`config.mk`:
```
export PLATFORM = sky130hd
export DESIGN_NAME = pipeline_ctrl_flat
export DESIGN_NICKNAME = d
export VERILOG_FILES = /design/src/rtl/pipeline_ctrl_pkg.sv /design/src/rtl/pipeline_ctrl_if.sv /design/src/rtl/pipeline_ctrl_perf_cnt.sv /design/src/rtl/pipeline_ctrl.sv /design/src/flat_wrapper.sv
export SDC_FILE = /design/constraint.sdc
export NUM_CORES = 1
export LEC_CHECK = 0
export BUFFER_PORTS_ARGS = -buffer_cell sky130_fd_sc_hd__buf_2
export CORE_MARGIN = 10
export CORE_UTILIZATION = 45
export DETAILED_ROUTE_END_ITERATION = 12
export MAX_ROUTING_LAYER = met4
export PLACE_DENSITY = 0.76
export SYNTH_ARGS = -nofsm -noshare
export SYNTH_HDL_FRONTEND = slang
export SYNTH_SLANG_ARGS = --single-unit
```
`constraint.sdc`:
```
create_clock -name i_clk -period 4.4 [get_ports i_clk]
set_clock_uncertainty 0.15 [all_clocks]
set_input_delay 0.44 -clock i_clk [delete_from_list [all_inputs] [get_ports i_clk]]
set_output_delay 0.44 -clock i_clk [all_outputs]
set_load 0.005 [all_outputs]
```
`src/rtl/pipeline_ctrl_pkg.sv`:
```
`default_nettype none
// ============================================================================
//  Module   : pipe_ctrl_pkg
//  Purpose  : Shared types and helpers for the RV32I pipeline stall/flush
//             sequencer (FSM states, per-register control bundle).
//  Revision : 1.0  initial release
// ============================================================================
package pipe_ctrl_pkg;

    localparam logic [4:0] X0 = 5'd0;

    typedef enum logic [0:0] {
        S_RUN       = 1'b0,
        S_DMEM_WAIT = 1'b1
    } state_e;

    typedef struct packed {
        logic pc_en;
        logic if_id_en;
        logic if_id_bubble;
        logic id_ex_en;
        logic id_ex_bubble;
        logic ex_mem_en;
        logic mem_wb_en;
        logic mem_wb_bubble;
    } ctrl_t;

    localparam ctrl_t C_CTRL_RESET = '{pc_en: 1'b0, if_id_en: 1'b0, if_id_bubble: 1'b1,
                                       id_ex_en: 1'b0, id_ex_bubble: 1'b1, ex_mem_en: 1'b0,
                                       mem_wb_en: 1'b0, mem_wb_bubble: 1'b1};

    localparam ctrl_t C_CTRL_FREEZE = '{pc_en: 1'b0, if_id_en: 1'b0, if_id_bubble: 1'b0,
                                        id_ex_en: 1'b0, id_ex_bubble: 1'b0, ex_mem_en: 1'b0,
                                        mem_wb_en: 1'b0, mem_wb_bubble: 1'b1};

    localparam ctrl_t C_CTRL_RUN = '{pc_en: 1'b1, if_id_en: 1'b1, if_id_bubble: 1'b0,
                                     id_ex_en: 1'b1, id_ex_bubble: 1'b0, ex_mem_en: 1'b1,
                                     mem_wb_en: 1'b1, mem_wb_bubble: 1'b0};

    // x0 is hardwired zero, so a load targeting it can never create a hazard
    function automatic logic load_use_hit(input logic [4:0] rs, input logic used,
                                          input logic [4:0] rd);
        return used && (rs == rd) && (rd != X0);
    endfunction

endpackage
`default_nettype wire

```
`src/rtl/pipeline_ctrl_if.sv`:
```
`default_nettype none
// ============================================================================
//  Module   : pipeline_ctrl_if
//  Purpose  : Datapath <-> pipeline controller signal bundle. Perf counter
//             outputs exist only when PIPE_PERF_CNT_EN is defined.
//  Revision : 1.0  initial release
// ============================================================================
interface pipeline_ctrl_if #(
    parameter int CNT_W = 32
);
    logic       i_flush_brc;
    logic [4:0] i_ID_rs1;
    logic [4:0] i_ID_rs2;
    logic [1:0] i_ID_rs_used;
    logic [4:0] i_EX_rd;
    logic       i_EX_is_load;
    logic       i_imem_ready;
    logic       i_MEM_mem_vld;
    logic       i_dmem_ack;

    logic       o_pc_en;
    logic       o_IF_ID_en;
    logic       o_IF_ID_bubble;
    logic       o_ID_EX_en;
    logic       o_ID_EX_bubble;
    logic       o_EX_MEM_en;
    logic       o_MEM_WB_en;
    logic       o_MEM_WB_bubble;
    logic       o_dmem_req;
    logic       o_bp_upd_en;
    logic       o_bus_err;

`ifdef PIPE_PERF_CNT_EN
    logic [CNT_W-1:0] o_cnt_mispred;
    logic [CNT_W-1:0] o_cnt_stall;

    modport slave (
        input  i_flush_brc, i_ID_rs1, i_ID_rs2, i_ID_rs_used, i_EX_rd, i_EX_is_load,
               i_imem_ready, i_MEM_mem_vld, i_dmem_ack,
        output o_pc_en, o_IF_ID_en, o_IF_ID_bubble, o_ID_EX_en, o_ID_EX_bubble,
               o_EX_MEM_en, o_MEM_WB_en, o_MEM_WB_bubble, o_dmem_req, o_bp_upd_en,
               o_bus_err, o_cnt_mispred, o_cnt_stall
    );
    modport master (
        output i_flush_brc, i_ID_rs1, i_ID_rs2, i_ID_rs_used, i_EX_rd, i_EX_is_load,
               i_imem_ready, i_MEM_mem_vld, i_dmem_ack,
        input  o_pc_en, o_IF_ID_en, o_IF_ID_bubble, o_ID_EX_en, o_ID_EX_bubble,
               o_EX_MEM_en, o_MEM_WB_en, o_MEM_WB_bubble, o_dmem_req, o_bp_upd_en,
               o_bus_err, o_cnt_mispred, o_cnt_stall
    );
`else
    logic w_unused_cnt_w;
    assign w_unused_cnt_w = ^CNT_W;

    modport slave (
        input  i_flush_brc, i_ID_rs1, i_ID_rs2, i_ID_rs_used, i_EX_rd, i_EX_is_load,
               i_imem_ready, i_MEM_mem_vld, i_dmem_ack,
        output o_pc_en, o_IF_ID_en, o_IF_ID_bubble, o_ID_EX_en, o_ID_EX_bubble,
               o_EX_MEM_en, o_MEM_WB_en, o_MEM_WB_bubble, o_dmem_req, o_bp_upd_en,
               o_bus_err
    );
    modport master (
        output i_flush_brc, i_ID_rs1, i_ID_rs2, i_ID_rs_used, i_EX_rd, i_EX_is_load,
               i_imem_ready, i_MEM_mem_vld, i_dmem_ack,
        input  o_pc_en, o_IF_ID_en, o_IF_ID_bubble, o_ID_EX_en, o_ID_EX_bubble,
               o_EX_MEM_en, o_MEM_WB_en, o_MEM_WB_bubble, o_dmem_req, o_bp_upd_en,
               o_bus_err
    );
`endif
endinterface
`default_nettype wire

```
`src/rtl/pipeline_ctrl_perf_cnt.sv`:
```
`default_nettype none
// ============================================================================
//  Module   : pipe_perf_cnt
//  Purpose  : Pair of saturating event counters (mispredict flushes, PC stall
//             cycles). Present only when PIPE_PERF_CNT_EN is defined.
//  Revision : 1.0  initial release
// ============================================================================
`ifdef PIPE_PERF_CNT_EN
module pipe_perf_cnt #(
    parameter int CNT_W = 32
) (
    input  wire logic             i_clk,
    input  wire logic             i_rst_n,
    input  wire logic             i_inc_a,
    input  wire logic             i_inc_b,
    output logic      [CNT_W-1:0] o_cnt_a,
    output logic      [CNT_W-1:0] o_cnt_b
);
    logic [CNT_W-1:0] r_cnt_a;
    logic [CNT_W-1:0] r_cnt_b;

    always_ff @(posedge i_clk or negedge i_rst_n) begin
        if (!i_rst_n) begin
            r_cnt_a <= '0;
            r_cnt_b <= '0;
        end else begin
            if (i_inc_a && (r_cnt_a != {CNT_W{1'b1}})) r_cnt_a <= r_cnt_a + 1'b1;
            if (i_inc_b && (r_cnt_b != {CNT_W{1'b1}})) r_cnt_b <= r_cnt_b + 1'b1;
        end
    end

    assign o_cnt_a = r_cnt_a;
    assign o_cnt_b = r_cnt_b;
endmodule
`endif
`default_nettype wire

```
`src/rtl/pipeline_ctrl.sv`:
```
`default_nettype none
// ============================================================================
//  Module   : pipeline_ctrl
//  Purpose  : Stall/flush sequencer for the 5-stage RV32I pipeline; optional
//             perf counters under PIPE_PERF_CNT_EN.
//  Revision : 1.0  initial release
// ============================================================================
module pipeline_ctrl
    import pipe_ctrl_pkg::*;
#(
    parameter int DMEM_TIMEOUT = 255,
    parameter int CNT_W        = 32
) (
    input  wire logic       i_clk,
    input  wire logic       i_rst_n,
    pipeline_ctrl_if.slave  bus
);
    localparam int             TW          = (DMEM_TIMEOUT > 1) ? $clog2(DMEM_TIMEOUT) : 1;
    localparam logic [TW-1:0]  C_TMO_LAST  = TW'(DMEM_TIMEOUT - 1);

    logic          r_active;
    state_e        r_state;
    logic [TW-1:0] r_wait_cnt;
    logic          r_id_bubble;
    logic          r_ex_bubble;

    logic          w_hz;
    logic          w_in_wait;
    logic          w_timeout;
    logic          w_freeze;
    ctrl_t         w_ctrl;

    assign w_hz = bus.i_EX_is_load &&
                  (load_use_hit(bus.i_ID_rs1, bus.i_ID_rs_used[0], bus.i_EX_rd) ||
                   load_use_hit(bus.i_ID_rs2, bus.i_ID_rs_used[1], bus.i_EX_rd));

    assign w_in_wait = (r_state == S_DMEM_WAIT);
    assign w_timeout = w_in_wait && !bus.i_dmem_ack && (r_wait_cnt == C_TMO_LAST);
    // The cycle that launches an unacked access already freezes the pipe
    assign w_freeze  = r_active &&
                       (w_in_wait ? (!bus.i_dmem_ack && !w_timeout)
                                  : (bus.i_MEM_mem_vld && !bus.i_dmem_ack));

    always_comb begin
        w_ctrl = C_CTRL_RESET;
        if (r_active) begin
            if (w_freeze) begin
                w_ctrl = C_CTRL_FREEZE;
            end else begin
                w_ctrl               = C_CTRL_RUN;
                w_ctrl.mem_wb_bubble = w_timeout;
                if (bus.i_flush_brc) begin
                    w_ctrl.if_id_bubble = 1'b1;
                    w_ctrl.id_ex_bubble = 1'b1;
                end else if (w_hz) begin
                    w_ctrl.pc_en        = 1'b0;
                    w_ctrl.if_id_en     = 1'b0;
                    w_ctrl.id_ex_bubble = 1'b1;
                end else if (!bus.i_imem_ready) begin
                    w_ctrl.pc_en        = 1'b0;
                    w_ctrl.if_id_bubble = 1'b1;
                end
            end
        end
    end

    always_ff @(posedge i_clk or negedge i_rst_n) begin
        if (!i_rst_n) begin
            r_active    <= 1'b0;
            r_state     <= S_RUN;
            r_wait_cnt  <= '0;
            r_id_bubble <= 1'b1;
            r_ex_bubble <= 1'b1;
        end else begin
            r_active <= 1'b1;
            if (r_active) begin
                case (r_state)
                    S_RUN: begin
                        r_wait_cnt <= '0;
                        if (bus.i_MEM_mem_vld && !bus.i_dmem_ack) r_state <= S_DMEM_WAIT;
                    end
                    S_DMEM_WAIT: begin
                        if (bus.i_dmem_ack || w_timeout) begin
                            r_state    <= S_RUN;
                            r_wait_cnt <= '0;
                        end else begin
                            r_wait_cnt <= r_wait_cnt + 1'b1;
                        end
                    end
                    default: r_state <= S_RUN;
                endcase
            end
            // Track NOP occupancy of ID and EX so a bubble never trains the predictor
            if (w_ctrl.if_id_en) r_id_bubble <= w_ctrl.if_id_bubble;
            if (w_ctrl.id_ex_en) r_ex_bubble <= w_ctrl.id_ex_bubble || r_id_bubble;
        end
    end

    assign bus.o_pc_en         = w_ctrl.pc_en;
    assign bus.o_IF_ID_en      = w_ctrl.if_id_en;
    assign bus.o_IF_ID_bubble  = w_ctrl.if_id_bubble;
    assign bus.o_ID_EX_en      = w_ctrl.id_ex_en;
    assign bus.o_ID_EX_bubble  = w_ctrl.id_ex_bubble;
    assign bus.o_EX_MEM_en     = w_ctrl.ex_mem_en;
    assign bus.o_MEM_WB_en     = w_ctrl.mem_wb_en;
    assign bus.o_MEM_WB_bubble = w_ctrl.mem_wb_bubble;
    assign bus.o_dmem_req      = r_active && (w_in_wait || bus.i_MEM_mem_vld);
    assign bus.o_bp_upd_en     = w_ctrl.ex_mem_en && !r_ex_bubble;
    assign bus.o_bus_err       = r_active && w_timeout;

`ifdef PIPE_PERF_CNT_EN
    logic w_flush_apl;
    logic w_stall_cyc;

    assign w_flush_apl = r_active && !w_freeze && bus.i_flush_brc;
    assign w_stall_cyc = r_active && !w_ctrl.pc_en;

    pipe_perf_cnt #(
        .CNT_W   (CNT_W)
    ) u_perf_cnt (
        .i_clk   (i_clk),
        .i_rst_n (i_rst_n),
        .i_inc_a (w_flush_apl),
        .i_inc_b (w_stall_cyc),
        .o_cnt_a (bus.o_cnt_mispred),
        .o_cnt_b (bus.o_cnt_stall)
    );
`else
    logic w_unused_cnt_w;
    assign w_unused_cnt_w = ^CNT_W;
`endif

endmodule
`default_nettype wire
```
`src/flat_wrapper.sv`:
```
// flat-port wrapper written by rule: the top's interface ports become plain ports
module pipeline_ctrl_flat import pipe_ctrl_pkg::*;
#(
    parameter int DMEM_TIMEOUT = 255,
    parameter int CNT_W        = 32
)
  (i_clk, i_rst_n, bus_i_flush_brc, bus_i_ID_rs1, bus_i_ID_rs2, bus_i_ID_rs_used, bus_i_EX_rd, bus_i_EX_is_load, bus_i_imem_ready, bus_i_MEM_mem_vld, bus_i_dmem_ack, bus_o_pc_en, bus_o_IF_ID_en, bus_o_IF_ID_bubble, bus_o_ID_EX_en, bus_o_ID_EX_bubble, bus_o_EX_MEM_en, bus_o_MEM_WB_en, bus_o_MEM_WB_bubble, bus_o_dmem_req, bus_o_bp_upd_en, bus_o_bus_err);
  pipeline_ctrl_if #(.CNT_W(CNT_W)) bus_i ();
  input  wire logic i_clk;
  input  wire logic i_rst_n;
  input wire logic [$bits(bus_i.i_flush_brc)-1:0] bus_i_flush_brc;
  input wire logic [$bits(bus_i.i_ID_rs1)-1:0] bus_i_ID_rs1;
  input wire logic [$bits(bus_i.i_ID_rs2)-1:0] bus_i_ID_rs2;
  input wire logic [$bits(bus_i.i_ID_rs_used)-1:0] bus_i_ID_rs_used;
  input wire logic [$bits(bus_i.i_EX_rd)-1:0] bus_i_EX_rd;
  input wire logic [$bits(bus_i.i_EX_is_load)-1:0] bus_i_EX_is_load;
  input wire logic [$bits(bus_i.i_imem_ready)-1:0] bus_i_imem_ready;
  input wire logic [$bits(bus_i.i_MEM_mem_vld)-1:0] bus_i_MEM_mem_vld;
  input wire logic [$bits(bus_i.i_dmem_ack)-1:0] bus_i_dmem_ack;
  output wire logic [$bits(bus_i.o_pc_en)-1:0] bus_o_pc_en;
  output wire logic [$bits(bus_i.o_IF_ID_en)-1:0] bus_o_IF_ID_en;
  output wire logic [$bits(bus_i.o_IF_ID_bubble)-1:0] bus_o_IF_ID_bubble;
  output wire logic [$bits(bus_i.o_ID_EX_en)-1:0] bus_o_ID_EX_en;
  output wire logic [$bits(bus_i.o_ID_EX_bubble)-1:0] bus_o_ID_EX_bubble;
  output wire logic [$bits(bus_i.o_EX_MEM_en)-1:0] bus_o_EX_MEM_en;
  output wire logic [$bits(bus_i.o_MEM_WB_en)-1:0] bus_o_MEM_WB_en;
  output wire logic [$bits(bus_i.o_MEM_WB_bubble)-1:0] bus_o_MEM_WB_bubble;
  output wire logic [$bits(bus_i.o_dmem_req)-1:0] bus_o_dmem_req;
  output wire logic [$bits(bus_i.o_bp_upd_en)-1:0] bus_o_bp_upd_en;
  output wire logic [$bits(bus_i.o_bus_err)-1:0] bus_o_bus_err;
  assign bus_i.i_flush_brc = bus_i_flush_brc;
  assign bus_i.i_ID_rs1 = bus_i_ID_rs1;
  assign bus_i.i_ID_rs2 = bus_i_ID_rs2;
  assign bus_i.i_ID_rs_used = bus_i_ID_rs_used;
  assign bus_i.i_EX_rd = bus_i_EX_rd;
  assign bus_i.i_EX_is_load = bus_i_EX_is_load;
  assign bus_i.i_imem_ready = bus_i_imem_ready;
  assign bus_i.i_MEM_mem_vld = bus_i_MEM_mem_vld;
  assign bus_i.i_dmem_ack = bus_i_dmem_ack;
  assign bus_o_pc_en = bus_i.o_pc_en;
  assign bus_o_IF_ID_en = bus_i.o_IF_ID_en;
  assign bus_o_IF_ID_bubble = bus_i.o_IF_ID_bubble;
  assign bus_o_ID_EX_en = bus_i.o_ID_EX_en;
  assign bus_o_ID_EX_bubble = bus_i.o_ID_EX_bubble;
  assign bus_o_EX_MEM_en = bus_i.o_EX_MEM_en;
  assign bus_o_MEM_WB_en = bus_i.o_MEM_WB_en;
  assign bus_o_MEM_WB_bubble = bus_i.o_MEM_WB_bubble;
  assign bus_o_dmem_req = bus_i.o_dmem_req;
  assign bus_o_bp_upd_en = bus_i.o_bp_upd_en;
  assign bus_o_bus_err = bus_i.o_bus_err;
  pipeline_ctrl #(.DMEM_TIMEOUT(DMEM_TIMEOUT), .CNT_W(CNT_W)) u_core (.i_clk(i_clk), .i_rst_n(i_rst_n), .bus(bus_i));
endmodule
```
==> flow_metrics.env, run 1 <==
export IMPL_synth_enable_flop_cells=0
export IMPL_required_ps=3810
export IMPL_start_util_pct=48.0
export IMPL_drt_wl_total_um=2170
export IMPL_ioPinCount=35
export IMPL_drc=0
export IMPL_clockBufferDepth=2
export IMPL_maxSlewViolCount=0
export IMPL_hpwl_um=1800
export IMPL_fin_crit_sh_pct=62.4
export IMPL_multi_input_area_um2=508
export IMPL_async_reset_ff_share_pct=100
export IMPL_leakage_nw=0.486
export IMPL_critical_path_max_fanout=11
export IMPL_syn_num_nets=119
export IMPL_hold_depth=2
export IMPL_r2r_start="u_core.r_wait_cnt[0]"
export IMPL_crit_slowest_cell="a311oi_2"
export IMPL_synthCells=93
export IMPL_fp_dieW_um=63.1
export IMPL_drv_cap=0
export IMPL_core_um2=1750
export IMPL_worstPathArrival_ps=2160
export IMPL_cts_root_buf="clkbuf_4"
export IMPL_hold_viol=0
export IMPL_core_rowCount=15
export IMPL_cts_made_buffers=3
export IMPL_cts_sinks=12
export IMPL_die_area_um2=3990
export IMPL_vias=803
export IMPL_h_tree_depth=1
export IMPL_antenna_found_initial=0
export IMPL_place_gp_congestion=0.757
export IMPL_max_clock_freq_mhz=364
export IMPL_crit_type="reg2out"
export IMPL_n_antenna_cell=0
export IMPL_yosysTopAreaCell="dfrtp_1"
export IMPL_setup_viol_count_final=0
export IMPL_hold_end="u_core.r_ex_bubble"
export IMPL_irDropWorstVdd_mv=0.177
export IMPL_fin_nets=157
export IMPL_synth_top_area_share_pct=29.9
export IMPL_outcome="finished, final reports clean"
export IMPL_synth_area_per_cell_um2=9.00
export IMPL_end_kind="primary output"
export IMPL_r2r_setup_slack_ps=2290
export IMPL_rsz0062_at_grt="false"
export IMPL_final_util_pct=60.7
export IMPL_cts_tree="yes"
export IMPL_via_per_inst=5.18
export IMPL_overflow=0
export IMPL_p_per_area_nw_per_um2=239
export IMPL_wl_per_cell_um=14.0
export IMPL_final_cell_area_um2=1060
export IMPL_ff_latch_area_um2=303
export IMPL_ys_flop_type="dfrtp_1"
export IMPL_grt_use_total_pct=11.2
export IMPL_place_area_um2=1020
export IMPL_grt_max_degree=13
export IMPL_cts_clk_slew_worst_paths_ps=60
export IMPL_hold_class="reg2reg"
export IMPL_portBuffers=34
export IMPL_tns_ps=0
export IMPL_ys_types=36
export IMPL_fp_dieH_um=63.1
export IMPL_synth_area_leaders="dfrtp_1 30%, xnor2_1 10%, dfstp_2 6.3%"
export IMPL_ys_seq_area_share_pct=36.2
export IMPL_cp_start_kind="flip-flop"
export IMPL_syn_area_um2=837
export IMPL_rr_endpoint="u_core.r_id_bubble"
export IMPL_path_delay_family="compound AO/OA/AOI/OAI gates"
export IMPL_grt_pass1_wl_um=3650
export IMPL_grt_pass1_vias=804
export IMPL_ant_nets=0
export IMPL_path_cells="inv_1 > ha_1 > and4_1 > a311oi_2 > nor2_2 > nand2_1 > o21ai_0 > buf_2"
export IMPL_fin_crit_ps=2750
export IMPL_syn2layout_area_growth_pct=26.6
export IMPL_synth_seq_cells=12
export IMPL_dr_pass1_iters=4
export IMPL_hp_start="u_core.r_ex_bubble"
export IMPL_critPathMaxStageDelay_ps=490
export IMPL_crit_buf_inv=2
export IMPL_r2r_cells=6
export IMPL_drive_gt1_share_pct=35.4
export IMPL_fillers=180
export IMPL_yosysWarnings=0
export IMPL_clkLatencyLatePin_ps=270
export IMPL_first_iter_violations=25
## per-layer routing
layer  vias to the layer above  routed length, µm  track usage, %
met4                         0                  8            2.51
li1                        404                  -               -
met2                        21               1090            18.7
met1                       376                912            12.6
met3                         2                155            4.06
met5                         -                  0               -
## cell usage in the layout, fill, tap and decap left out, types with 2 or more instances in the layout
cell      netlist  routed
buf_2           0      34
xnor2_1        10      10
dfrtp_1        10      10
nand2_1         9       9
nor2_1          8       8
o21ai_0         7       7
nand4_1         4       4
nand2b_1        3       3
a21oi_1         3       3
xor2_1          3       3
clkbuf_4        0       3
inv_1           2       2
o21a_1          2       2
and3_1          2       2
nand3_1         2       2
nor3_1          2       2
o31ai_1         2       2
ha_1            2       2
dfstp_2         2       2
## cells in the mapped netlist (2+ instances only)
cell type and n:
nand4_1 4, nor3_1 2, ha_1 2, buf_4 2, dfrtp_1 10, and3_1 2
nor2_1 8, nand3_1 2, o21ai_0 7, nand2b_1 3, o21a_1 2, xnor2_1 10
xor2_1 3, o31ai_1 2, inv_1 2, nand2_1 9, dfstp_2 2, a21oi_1 3
## cell families after synthesis
logic type	share of synthesized area, %
simple gates	23.5
compound gates	17.6
xor+xnor	13.6
flops	36.2
buf+inv	3.14
fa+ha+maj	2.99
mux	2.54
other cells	0.448
## flip-flops by register name (all words and copies together) (netlist names)
signal,count
u_core.r_id_bubble,1
u_core.r_state,1
u_core.r_active,1
u_core.r_ex_bubble,1
u_core.r_wait_cnt,8
## power by group
group | internal (W) | switching, W | leakage, nW | total, W
clock network | 0.0000351 | 0.0000353 | 0.0150 | 0.0000704
logic | 0.0000295 | 0.0000302 | 0.314 | 0.0000597
registers | 0.000117 | 0.00000598 | 0.156 | 0.000123
total | 0.000181 | 0.0000715 | 0.486 | 0.000253
## metrics by stage
step,setup WS [ps],power (W),cells,hold slack [ps]
floorplan,2200,0.000157,93,-5.59
global placement,1990,0.000182,150,175
detailed placement,1940,0.000184,150,177
CTS,1640,0.000255,155,360
global route,1500,0.000270,155,410
finish,1650,0.000253,155,362
## worst max-delay path by stage
stage                     cells after the start                  to                 start  slack [ps]
final                                         8         bus_o_pc_en  u_core.r_wait_cnt[0]        1650
after CTS                                     8         bus_o_pc_en  u_core.r_wait_cnt[0]        1640
after detailed placement                      8         bus_o_pc_en  u_core.r_wait_cnt[0]        1940
after global placement                        6  bus_o_IF_ID_bubble        bus_i_EX_rd[3]        1990
after global routing                          8         bus_o_pc_en  u_core.r_wait_cnt[0]        1500
after floorplan                               7         bus_o_pc_en  u_core.r_wait_cnt[0]        2200
## what timing repair did
| item | 4_1_cts | 5_1_grt |
|---|---|---|
| endpoints found under the setup margin | 0 | 0 |
| endpoints found under the hold margin | 10 | 0 |
| hold buffers | 1 | 0 |
| setup buffers | 0 | 0 |
| gates resized for setup | 0 | 0 |
## cell type report
cell class                 count  share of cell area (%)
inverter                       3                    1.06
timing repair buffer          35                    17.0
clock buffer                   4                    2.48
sequential                    12                    28.6
multi-input combinational     76                    47.9
tap                           25                    2.95
## worst min-delay path, cell delays in order (launching register included)
cell and delay (ps):
dfstp_2 370, nor2_1 90, a31oi_1 50
No activity file was read; power rests on OpenSTA's default activity.
==> inputs of run 2 (changes only) <==
Settings changed: ABC_AREA from default to 1, CORE_UTILIZATION 45 to 44, PLACE_DENSITY 0.76 to 0.75.
Clock period 4.4 ns to 2.5 ns, I/O delays scaled along.
==> run 2 against run 1 <==
- largest power group unchanged
- worst setup slack worse by 1200 ps
- cell area is 11% higher
- worst hold slack lost 230 ps
- sequential power rose by 76%
- sequential share of layout area down 2.9 points
- highest routed layer unchanged
- critical path depth up 3
- synthesized cell count is 58% higher
- first-iteration DRC count up 150%
- largest cell class unchanged
- area after synthesis rose by 14%
- count of clock-buffer cells in the layout unchanged
- via count increased by 19%
- total power rose by 87%
==> flow_metrics.env, run 2 <==
export IMPL_outcome="finished, final reports clean"
export IMPL_ys_flop_type="dfrtp_1"
export IMPL_tns_ps=0
export IMPL_core_um2=2020
export IMPL_critPathMaxStageDelay_ps=420
export IMPL_largest_register="u_core.r_wait_cnt"
export IMPL_hp_start="bus_i_imem_ready"
export IMPL_cts_tree="yes"
export IMPL_synthCells=147
export IMPL_ioPinCount=35
export IMPL_grt_pass1_vias=917
export IMPL_synth_enable_flop_cells=0
export IMPL_synth_area_leaders="dfrtp_1 26%, nand2_1 18%, inv_1 8.2%"
export IMPL_final_common_cell="nand2_1"
export IMPL_syn_area_um2=956
export IMPL_largest_reg_flops=8
export IMPL_yosysWarnings=0
export IMPL_cts_sinks=12
export IMPL_end_kind="primary output"
export IMPL_layout_common_cells="47 x nand2_1, 34 x buf_2, 21 x inv_1"
export IMPL_fin_crit_ps=2090
export IMPL_crit_buf_inv=3
export IMPL_ctsHoldBuffers=1
export IMPL_path_cells="inv_1 > ha_1 > nand2_1 > nor2_2 > nand2_4 > nand3_2 > nand2_4 > inv_4 > nand2_2 > nor2_1 > buf_2"
export IMPL_max_clock_freq_mhz=478
export IMPL_fin_crit_sh_pct=83.7
export IMPL_setup_viol_count_final=0
export IMPL_yosysTopAreaCell="dfrtp_1"
export IMPL_post_cts_setup_buffer_count=0
export IMPL_hpwl_um=1980
export IMPL_hold_viol=0
export IMPL_leakage_nw=0.701
export IMPL_grt_use_total_pct=11.1
export IMPL_finalNonFillerCells=210
export IMPL_p_per_area_nw_per_um2=402
export IMPL_cp_startpoint="u_core.r_wait_cnt[0]"
export IMPL_drc=0
export IMPL_vias=955
export IMPL_synth_most_common_cell="nand2_1"
export IMPL_fp_dieW_um=66.6
export IMPL_crit_slowest_cell="dfrtp_1"
export IMPL_cts_root_buf="clkbuf_4"
export IMPL_synth_top_area_share_pct=26.2
export IMPL_hold_class="in2reg"
export IMPL_place_inst=205
export IMPL_cts_made_buffers=3
export IMPL_clkPwrFrac_pct=31.9
export IMPL_cpMostUsedCell="nand2_4"
export IMPL_clkLatencyLatePin_ps=270
export IMPL_syn2layout_area_growth_pct=23.4
export IMPL_synth_area_per_cell_um2=6.50
export IMPL_grt_max_degree=13
export IMPL_fp_dieH_um=66.6
export IMPL_r2r_start="u_core.r_active"
export IMPL_drive_gt1_share_pct=30.6
export IMPL_grt_pass1_wl_um=3840
export IMPL_required_ps=2100
export IMPL_dpl_worst_slack_ps=701
export IMPL_critical_path_max_fanout=7
export IMPL_wl_per_cell_um=10.8
export IMPL_r2r_setup_slack_ps=890
export IMPL_drt_wl_total_um=2260
export IMPL_overflow=0
export IMPL_final_cell_area_um2=1180
export IMPL_maxSlewViolCount=0
export IMPL_place_area_um2=1130
export IMPL_syn_num_nets=173
export IMPL_rsz0062_at_grt="false"
export IMPL_netSwitchingFraction_pct=27.9
export IMPL_cts_clk_slew_worst_paths_ps=60
export IMPL_ys_types=28
export IMPL_synth_seq_cells=12
export IMPL_p_sw_w=0.000132
export IMPL_worstPathArrival_ps=1690
export IMPL_seqPwrFrac_pct=45.7
export IMPL_p_int_w=0.000342
export IMPL_p_comb_share_pct=22.5
export IMPL_fin_nets=210
export IMPL_die_area_um2=4440
export IMPL_ant_nets=0
export IMPL_cp_start_kind="flip-flop"
export IMPL_first_iter_violations=62
export IMPL_drv_cap=0
export IMPL_dr_pass1_iters=4
export IMPL_setup_ws_ps=408
export IMPL_portBuffers=34
export IMPL_path_delay_family="simple AND/OR/NAND/NOR gates"
export IMPL_n_antenna_cell=0
export IMPL_cts_resized=0
export IMPL_via_per_inst=4.55
export IMPL_yosys_top_cells_count="47 x nand2_1, 21 x inv_1, 19 x nor2_1"
export IMPL_clockBufferDepth=2
export IMPL_start_util_pct=47.3
export IMPL_ys_seq_area_share_pct=31.7
export IMPL_h_tree_depth=1
export IMPL_place_gp_congestion=0.793
export IMPL_irDropWorstVdd_mv=0.310
export IMPL_antenna_found_initial=0
export IMPL_crit_type="reg2out"
export IMPL_async_reset_ff_share_pct=100
export IMPL_core_rowCount=16
## run 2: cell types whose count changed after synthesis, moves of 3 or more
| cell | previous run | this run |
|---|---|---|
| o21ai_0 | 7 | 3 |
| nand2b_1 | 3 | 0 |
| nand3_1 | 2 | 10 |
| inv_1 | 2 | 21 |
| inv_2 | 1 | 5 |
| xnor2_1 | 10 | 1 |
| nand2_1 | 9 | 47 |
| nor2_1 | 8 | 19 |
## run 2: final cells by class
type,count,area [µm²]
Fill cell,201,842
Multi-Input combinational cell,104,517
Sequential cell,12,303
Timing Repair Buffer,35,180
Inverter,28,110
Clock buffer,4,36.3
Tap cell,27,33.8
## run 2: per-layer routing
layer	track usage, %	vias to the layer above	wire (µm)
met5	-	-	0
met4	5.50	0	53
met3	4.18	7	192
met2	18.2	23	1080
met1	11.4	409	941
li1	-	516	-
## run 2: cells by family after synthesis
logic type | share of synthesized area, %
AO/OA/AOI/OAI | 3.80
XOR/XNOR | 3.67
adder cells (fa/ha/maj) | 2.62
buffers and inverters | 14.3
flip-flops | 31.7
multiplexers | 1.05
other | 0.392
AND/OR/NAND/NOR | 42.5
## run 2: tightest hold or removal path, stage by stage
cell and delay (ps):
buf_2 90, nand2_1 60, nand3_1 90, nand2_1 60
## run 2: worst paths after layout
kind                                         to  cells past startpoint
setup / recovery                    bus_o_pc_en                     11
hold / removal               u_core.r_id_bubble                      4
setup reg to reg           u_core.r_wait_cnt[7]                      5
hold reg to reg              u_core.r_id_bubble                      2
max in group asynchronous    u_core.r_ex_bubble                      2
min in group asynchronous        u_core.r_state                      2
## run 2: metrics by stage
| stage | utilization (%) | hold WS, ps | total power, W |
|---|---|---|---|
| 5_1_grt | 58.4 | 165 | 0.000508 |
| 4_1_cts | 58.4 | 123 | 0.000480 |
| 2_1_floorplan | - | -196 | 0.000282 |
| 6_report | 58.4 | 131 | 0.000474 |
| 3_5_place_dp | 56.1 | -9.61 | 0.000326 |
| 3_3_place_gp | 56.1 | -15.8 | 0.000323 |
## run 2: power groups by stage
stage                     combinational [W]  sequential, W  clock, W
after floorplan                   0.0000663       0.000216         0
after CTS                          0.000108       0.000217  0.000156
after global routing               0.000123       0.000218  0.000167
after global placement             0.000103       0.000220         0
after detailed placement           0.000106       0.000220         0
final                              0.000106       0.000216  0.000151
==> inputs of run 3 (changes only) <==
Settings changed: CORE_UTILIZATION 44 to 45, PLACE_DENSITY 0.75 to 0.74.
Clock period 2.5 ns to 2 ns, I/O delays scaled along.
==> run 3 against run 2 <==
- the run now ends with negative setup slack left
- flip-flop and latch count did not move
- total power grew 20%
- cell count is 1.9% higher
- register-to-register slack lost 440 ps
- clock power grew 4%
==> flow_metrics.env, run 3 (synthesis gave the netlist of run 2 again) <==
export IMPL_rr_endpoint="u_core.r_ex_bubble"
export IMPL_cts_clk_slew_worst_paths_ps=70
export IMPL_end_kind="primary output"
export IMPL_final_cell_area_um2=1230
export IMPL_largest_register="u_core.r_wait_cnt"
export IMPL_max_clock_freq_mhz=498
export IMPL_start_util_pct=48.2
export IMPL_fin_crit_ps=2010
export IMPL_vias=985
export IMPL_clkPwrFrac_pct=27.5
export IMPL_via_per_inst=4.60
export IMPL_p_comb_share_pct=25.6
export IMPL_p_int_w=0.000399
export IMPL_drt_wl_total_um=2400
export IMPL_fp_dieH_um=66.1
export IMPL_hp_start="bus_i_imem_ready"
export IMPL_clockBufferDepth=2
export IMPL_first_iter_violations=28
export IMPL_fin_nets=214
export IMPL_overflow=0
export IMPL_grt_pass1_wl_um=3800
export IMPL_hpwl_um=1950
export IMPL_multi_input_area_um2=547
export IMPL_hold_depth=4
export IMPL_cts_root_buf="clkbuf_4"
export IMPL_hold_end="u_core.r_id_bubble"
export IMPL_core_rowCount=16
export IMPL_wl_met2_um=1310
export IMPL_hold_class="in2reg"
export IMPL_ioPinCount=35
export IMPL_worstPathArrival_ps=1660
export IMPL_path_cells="inv_1 > ha_2 > nand2_2 > nor2_4 > nand2_4 > nand3_4 > nand2_4 > inv_6 > nand2_4 > nor2_2 > buf_2"
export IMPL_finalPower_w=0.000570
export IMPL_grt_pass1_vias=933
export IMPL_drt_met1_wl_um=927
export IMPL_setup_ws_ps=-6.77
export IMPL_final_common_cell="nand2_1"
export IMPL_crit_slowest_cell="dfrtp_1"
export IMPL_netSwitchingFraction_pct=30.0
export IMPL_dr_wl_met3_um=167
export IMPL_violations="negative setup slack"
export IMPL_wl_per_cell_um=11.2
export IMPL_fillers=201
export IMPL_die_area_um2=4370
export IMPL_cp_start_kind="flip-flop"
export IMPL_rsz0062_at_grt="true"
export IMPL_cts_made_buffers=3
export IMPL_fp_dieW_um=66.1
export IMPL_drc=0
export IMPL_path_delay_family="simple AND/OR/NAND/NOR gates"
export IMPL_maxSlewViolCount=0
export IMPL_cts_sinks=12
export IMPL_crit_buf_inv=3
export IMPL_leakage_nw=0.717
export IMPL_layout_common_cells="46 x nand2_1, 34 x buf_2, 21 x inv_1"
export IMPL_ant_nets=0
export IMPL_cts_tree="yes"
export IMPL_place_gp_congestion=0.832
export IMPL_antenna_found_initial=0
export IMPL_cpMostUsedCell="nand2_4"
export IMPL_p_per_area_nw_per_um2=463
export IMPL_crit_type="reg2out"
export IMPL_hold_viol=0
export IMPL_outcome="finished with violations"
export IMPL_clkLatencyLatePin_ps=270
export IMPL_largest_reg_flops=8
export IMPL_ff_latch_area_um2=303
export IMPL_r2r_setup_slack_ps=450
export IMPL_syn2layout_area_growth_pct=28.9
export IMPL_critical_path_max_fanout=7
export IMPL_drv_cap=0
export IMPL_r2r_start="u_core.r_wait_cnt[1]"
export IMPL_h_tree_depth=1
export IMPL_portBuffers=34
export IMPL_grt_max_degree=13
export IMPL_fin_crit_sh_pct=100
export IMPL_p_sw_w=0.000171
export IMPL_routed_top_layer="met3"
export IMPL_required_ps=1650
export IMPL_core_um2=1980
export IMPL_grt_use_total_pct=10.8
export IMPL_r2r_cells=10
export IMPL_critPathMaxStageDelay_ps=390
export IMPL_n_antenna_cell=0
export IMPL_irDropWorstVdd_mv=0.423
export IMPL_dr_pass1_iters=4
export IMPL_seqPwrFrac_pct=46.9
export IMPL_place_area_um2=1140
export IMPL_drive_gt1_share_pct=33.7
export IMPL_setup_viol_count_final=1
run 3: changes by cell type in the layout (fill, tap and decap cells not counted), sizes merged:
cell  before  now
buf       34   38
run 3: layer usage:
layer / vias to the layer above / GRT usage [%]
met2: 16 / 19.1
li1: 518 / -
met5: - / -
met3: 0 / 5.08
met1: 451 / 10.8
met4: 0 / 1.57
run 3: power groups by stage:
stage	clock network, W	registers (W)	logic, W
after floorplan	0	0.000270	0.0000829
after global placement	0	0.000273	0.000134
after detailed placement	0	0.000273	0.000136
after CTS	0.000159	0.000267	0.000142
after global routing	0.000174	0.000269	0.000167
final	0.000157	0.000267	0.000146
run 3: cell type report:
cell class                 count  share of cell area (%)
tap                           27                    2.74
timing repair buffer          39                    17.1
sequential                    12                    24.6
clock buffer                   4                    2.13
inverter                      28                    9.14
multi-input combinational    104                    44.4
run 3: tightest hold or removal path, delay by kind of cell:
| family | cells | cell delay (ps) |
|---|---|---|
| and+or+nand+nor | 3 | 200 |
| buffers and inverters | 1 | 90 |
run 3: what timing repair did:
action	in CTS	in global routing
hold buffers	1	0
pin swaps	1	5
buffers inserted	3	0
endpoints found under the hold margin	12	0
setup endpoints to repair	2	4
gates cloned	0	0
resized for setup	0	8
run 3: how the worst max path moves through the flow:
stage / cells after the start / startpoint / endpoint
6_report: 11 / u_core.r_wait_cnt[0] / bus_o_pc_en
5_1_grt: 11 / u_core.r_wait_cnt[0] / bus_o_pc_en
4_1_cts: 11 / u_core.r_wait_cnt[0] / bus_o_pc_en
3_5_place_dp: 11 / u_core.r_wait_cnt[0] / bus_o_pc_en
3_3_place_gp: 11 / u_core.r_wait_cnt[0] / bus_o_pc_en
2_1_floorplan: 10 / u_core.r_wait_cnt[0] / bus_o_pc_en
run 3: through the flow:
step,cells,utilization (%),TNS [ps],setup slack (ps),hold WS [ps]
3_3_place_gp,206,57.6,0,311,-61.7
2_1_floorplan,147,-,0,418,-246
4_1_cts,214,60.5,0,18.7,74.7
6_report,214,62.2,-6.77,-6.77,68.7
5_1_grt,214,62.2,-276,-121,92.9
3_5_place_dp,206,57.6,0,242,-62.4
